`src/rtl/nibble_serial_add_ctrl.sv`:
```
// Sequences an external 4-bit combinational adder over NIBBLES nibbles to add wide operands.
// Optional macro NIBBLE_SERIAL_SUB_EN adds a 'sub' input selecting a - b instead of a + b + cin.
module nibble_serial_add_ctrl #(
  parameter int NIBBLES = 4
) (
  input  logic                 clk,
  input  logic                 rst,
  input  logic                 start,
  input  logic [4*NIBBLES-1:0] a,
  input  logic [4*NIBBLES-1:0] b,
  input  logic                 cin,
`ifdef NIBBLE_SERIAL_SUB_EN
  input  logic                 sub,
`endif
  output logic                 ready,
  output logic                 busy,
  output logic                 done,
  output logic [4*NIBBLES-1:0] sum,
  output logic                 cout,
  output logic [3:0]           add_a,
  output logic [3:0]           add_b,
  output logic                 add_cin,
  input  logic [3:0]           add_sum,
  input  logic                 add_cout
);

  localparam int W  = 4 * NIBBLES;
  localparam int CW = (NIBBLES > 1) ? $clog2(NIBBLES) : 1;

  // Handshake: start is taken on a rising edge only while ready=1; done is a
  // one-cycle pulse and sum/cout stay valid until the next done.
  typedef enum logic [1:0] {
    IDLE = 2'd0,
    RUN  = 2'd1,
    DONE = 2'd2
  } state_t;

  state_t          state, state_nx;
  logic [W-1:0]    op_a, op_b, acc, acc_nx;
  logic            carry;
  logic [CW-1:0]   cnt;
  logic            accept, last, sub_eff;

`ifdef NIBBLE_SERIAL_SUB_EN
  assign sub_eff = sub;
`else
  assign sub_eff = 1'b0;
`endif

  // New nibble sum enters at the top so the LSB nibble lands at bit 0 after NIBBLES shifts.
  assign acc_nx = (acc >> 4) | (W'(add_sum) << (W - 4));
  assign last   = (cnt == CW'(NIBBLES - 1));

  always_comb begin
    state_nx = state;
    ready    = 1'b0;
    busy     = 1'b0;
    done     = 1'b0;
    accept   = 1'b0;
    add_a    = 4'd0;
    add_b    = 4'd0;
    add_cin  = 1'b0;
    case (state)
      IDLE: begin
        ready  = 1'b1;
        accept = start;
        if (start) state_nx = RUN;
      end
      RUN: begin
        busy    = 1'b1;
        add_a   = op_a[3:0];
        add_b   = op_b[3:0];
        add_cin = carry;
        if (last) state_nx = DONE;
      end
      DONE: begin
        ready    = 1'b1;
        done     = 1'b1;
        accept   = start;
        state_nx = start ? RUN : IDLE;
      end
      default: state_nx = IDLE;
    endcase
  end

  always_ff @(posedge clk) begin
    if (rst) begin
      state <= IDLE;
      op_a  <= '0;
      op_b  <= '0;
      acc   <= '0;
      carry <= 1'b0;
      cnt   <= '0;
      sum   <= '0;
      cout  <= 1'b0;
    end else begin
      state <= state_nx;
      if (accept) begin
        // Subtraction is a + ~b + 1, so B is inverted once at capture.
        op_a  <= a;
        op_b  <= sub_eff ? ~b : b;
        carry <= sub_eff | cin;
        cnt   <= '0;
        acc   <= '0;
      end else if (busy) begin
        acc   <= acc_nx;
        carry <= add_cout;
        op_a  <= op_a >> 4;
        op_b  <= op_b >> 4;
        cnt   <= cnt + CW'(1);
        if (last) begin
          sum  <= acc_nx;
          cout <= add_cout;
        end
      end
    end
  end

endmodule
```
`config.mk`:
```
export PLATFORM = sky130hd
export DESIGN_NAME = nibble_serial_add_ctrl
export DESIGN_NICKNAME = d
export VERILOG_FILES = /design/src/rtl/nibble_serial_add_ctrl.sv
export SDC_FILE = /design/constraint.sdc
export NUM_CORES = 1
export LEC_CHECK = 0
export CAP_MARGIN = 20
export CORE_ASPECT_RATIO = 0.8
export CORE_UTILIZATION = 51
export CTS_CLUSTER_DIAMETER = 60
export DETAILED_ROUTE_END_ITERATION = 7
export PLACE_DENSITY = 0.9
export SLEW_MARGIN = 20
export SYNTH_ARGS = -nofsm -noshare
export SYNTH_HDL_FRONTEND = slang
export SYNTH_SLANG_ARGS = --single-unit
export TNS_END_PERCENT = 100
```
`constraint.sdc`:
```
create_clock -name clk -period 2.6 [get_ports clk]
set_input_delay 0.52 -clock clk [delete_from_list [all_inputs] [get_ports clk]]
set_output_delay 0.52 -clock clk [all_outputs]
set_load 0.02 [all_outputs]
```
==> impl_metrics.py <==
metrics = {
    "status": {
        "status": "finished clean",
    },
    "floorplan": {
        "die_area_mm2": 0.005417,
        "fp.coreArea_mm2": 0.004762,
        "fp-row-count": 22,
        "initial_utilization_pct": 54.89,
        "die_w_um": 82.04,
        "chipHeight_um": 66.03,
        "io_pins": 70,
    },
    "detailed_routing": {
        "drt_iter0_drc": 216,
        "wirelength_mm": 6.327,
        "ant_nets": 0,
        "vias_per_cell": 5.541,
        "wl_per_cell_um": 14.45,
        "drt_pass1_iterations": 4,
        "drc": 0,
        "route.vias.total": 2427,
    },
    "global_routing": {
        "grt_pass1_wl_mm": 10.52,
        "antenna_found_initial": 0,
        "grt_pass1_vias": 2385,
        "track_usage_pct": 26.07,
        "grt_max_degree": 44,
        "grt.overflow.total": 0,
    },
    "worst_setup_path": {
        "critPathKind": "flip-flop to output pin",
        "cp.arrival_ns": 1.94,
        "cp_max_fo": 25,
        "crit_chain": "nand2b_1 > clkinv_2 > and2_1 > clkdlybuf4s50_1",
        "crit_slowest_cell": "clkdlybuf4s50_1",
        "required_ns": 2.08,
        "slowest_delay_ns": 0.53,
        "crit_path_start_kind": "flip-flop",
        "end_kind": "output pin",
    },
    "logic_synthesis": {
        "syn_nets": 357,
        "synth_area_per_cell_um2": 8.298,
        "ys_ff_latch": 66,
        "yosys_warnings": 0,
        "synth_cells": 315,
        "yosysSeqAreaShare_pct": 50.55,
        "synth_area_mm2": 0.002614,
        "synth.distinct_cells": 23,
    },
    "cts": {
        "cts-root-buf": "clkbuf_8",
        "post-cts-setup-buffer-count": 0,
        "insertion_delay_ns": 0.33,
        "tritoncts": "built",
        "clk_pin_slew_ns": 0.06,
        "cts_sinks": 66,
        "max-clock-path-buffers": 2,
        "cts-hold-fix-buffers": 0,
        "htree_levels": 3,
        "cts_buffers": 9,
        "cts_resized": 0,
    },
    "power_and_ir_drop": {
        "pwr_density_cell_mw_per_mm2": 643.2,
        "p_leak_nw": 1.209,
        "ir_drop_mv": 0.4028,
    },
    "cells_and_area": {
        "layout-drive-gt1-share_pct": 8.201,
        "syn_to_final_growth_pct": 32.65,
        "nNetsFinal": 416,
        "layout_commonest_cell": "nand2_1",
        "stdcell_count": 438,
        "antenna_cells": 0,
        "n_fill_cell": 350,
        "final_cell_mix": "nand2_1, clkdlybuf4s50_1, dfxtp_1",
        "multi_input_area_mm2": 0.001127,
        "seqCellArea_mm2": 0.001321,
    },
    "flow_run": {
        "cap_violations": 0,
    },
    "timing": {
        "hold_viol_final": 0,
        "tightest_slew_ns": 0.7383,
        "drv_slew": 0,
        "fin_crit_sh_pct": 94.64,
        "maxSlewHeadroom_pct": 50.63,
        "fin_tns_setup_ns": 0,
        "rsz0062_at_grt": "no",
        "fmax_mhz": 406.4,
        "fin_crit_ns": 2.461,
        "finClkSkew_ns": 0.005458,
        "setup_viol": 0,
    },
    "placement": {
        "port_buffers": 69,
        "place_congestion": 0.7528,
        "dpl.cell_count": 423,
        "dp_hpwl_mm": 4.127,
    },
    "worst_hold_path": {
        "hold_class": "flip-flop to flip-flop",
    },
}
-- path summary, 6_finish.rpt --
kind / start / endpoint / slack, ns / depth (start not counted)
worst max-delay path: state[1] / add_a[3] / 0.14 / 4
worst max register to register: cnt[0] / sum[11] / 1.02 / 4
worst min-delay path: op_a[13] / op_a[13] / 0.46 / 2
worst min register to register: op_a[13] / op_a[13] / 0.46 / 2
-- cells by family after synthesis --
group | after synthesis | synth area share [%]
adder cells (fa/ha/maj) | 1 | 0.4786
buffers and inverters | 29 | 6.414
AND/OR/NAND/NOR | 147 | 24.32
flip-flops | 66 | 50.55
XOR/XNOR | 1 | 0.3351
AO/OA/AOI/OAI | 71 | 17.90
-- sequential cells by signal, indices dropped and copies added (netlist names) --
name   cells
op_a      16
op_b      16
sum       16
acc       12
cnt        2
state      2
carry      1
cout       1
-- metrics by stage --
stage	util (%)	power [mW]	instance area (um^2)	hold WS [ns]	worst slack, ns
finish	72.81	2.230	3467	0.4585	0.1394
floorplan	-	1.280	2614	0.4321	0.9750
global route	72.81	2.328	3467	0.4778	0.02972
global placement	68.52	1.374	3263	0.4358	0.5849
detailed placement	68.52	1.384	3263	0.4470	0.5211
CTS	72.81	2.241	3467	0.4562	0.1304
-- cells in the mapped netlist --
| library cell | count | share of area [%] |
|---|---|---|
| buf_2 | 13 | 2.5 |
| dfxtp_1 | 66 | 51 |
| xnor2_1 | 1 | 0.34 |
| nand2_1 | 89 | 13 |
| nor3_1 | 20 | 3.8 |
| nor2_1 | 11 | 1.6 |
| buf_4 | 7 | 2.0 |
| clkbuf_1 | 5 | 0.72 |
| inv_1 | 1 | 0.14 |
| a21oi_1 | 45 | 8.6 |
| nor2b_1 | 2 | 0.48 |
| buf_6 | 2 | 0.86 |
| ha_1 | 1 | 0.48 |
| and2_1 | 9 | 2.2 |
| and3b_1 | 1 | 0.34 |
| nand2b_1 | 4 | 0.96 |
| a22oi_1 | 7 | 2.0 |
| nand3b_1 | 1 | 0.29 |
| a311oi_2 | 8 | 4.6 |
| clkinv_2 | 1 | 0.19 |
| o21a_1 | 1 | 0.29 |
| o22ai_1 | 10 | 2.4 |
| nand3_1 | 10 | 1.9 |
-- cell type report --
| class | instances | area share, % |
|---|---|---|
| Multi-Input combinational cell | 220 | 32.52 |
| Sequential cell | 66 | 38.11 |
| Clock inverter | 2 | 1.010 |
| Inverter | 2 | 0.2526 |
| Clock buffer | 13 | 4.872 |
| Tap cell | 60 | 2.165 |
| Timing Repair Buffer | 75 | 21.08 |
-- worst max-delay path, delay by kind of cell, from the launching register on --
kind | cells | cell delay, ns
and+or+nand+nor | 2 | 0.45
buffers and inverters | 2 | 0.81
DFF | 1 | 0.36
-- power breakdown --
| part | total (mW) | switching (mW) | internal [mW] | leakage [nW] |
|---|---|---|---|---|
| Combinational | 0.279 | 0.148 | 0.131 | 0.564 |
| Clock | 0.864 | 0.349 | 0.515 | 0.106 |
| Sequential | 1.09 | 0.0286 | 1.06 | 0.539 |
-- metal layers --
layer,GRT usage (%),share of wire (%),up-vias
met1,30.61,42,1131
met3,9.241,7.3,16
met2,43.08,48,95
met5,0,0,-
li1,-,-,1185
met4,10.31,2.4,0
Power figures use the tool's default switching activity.
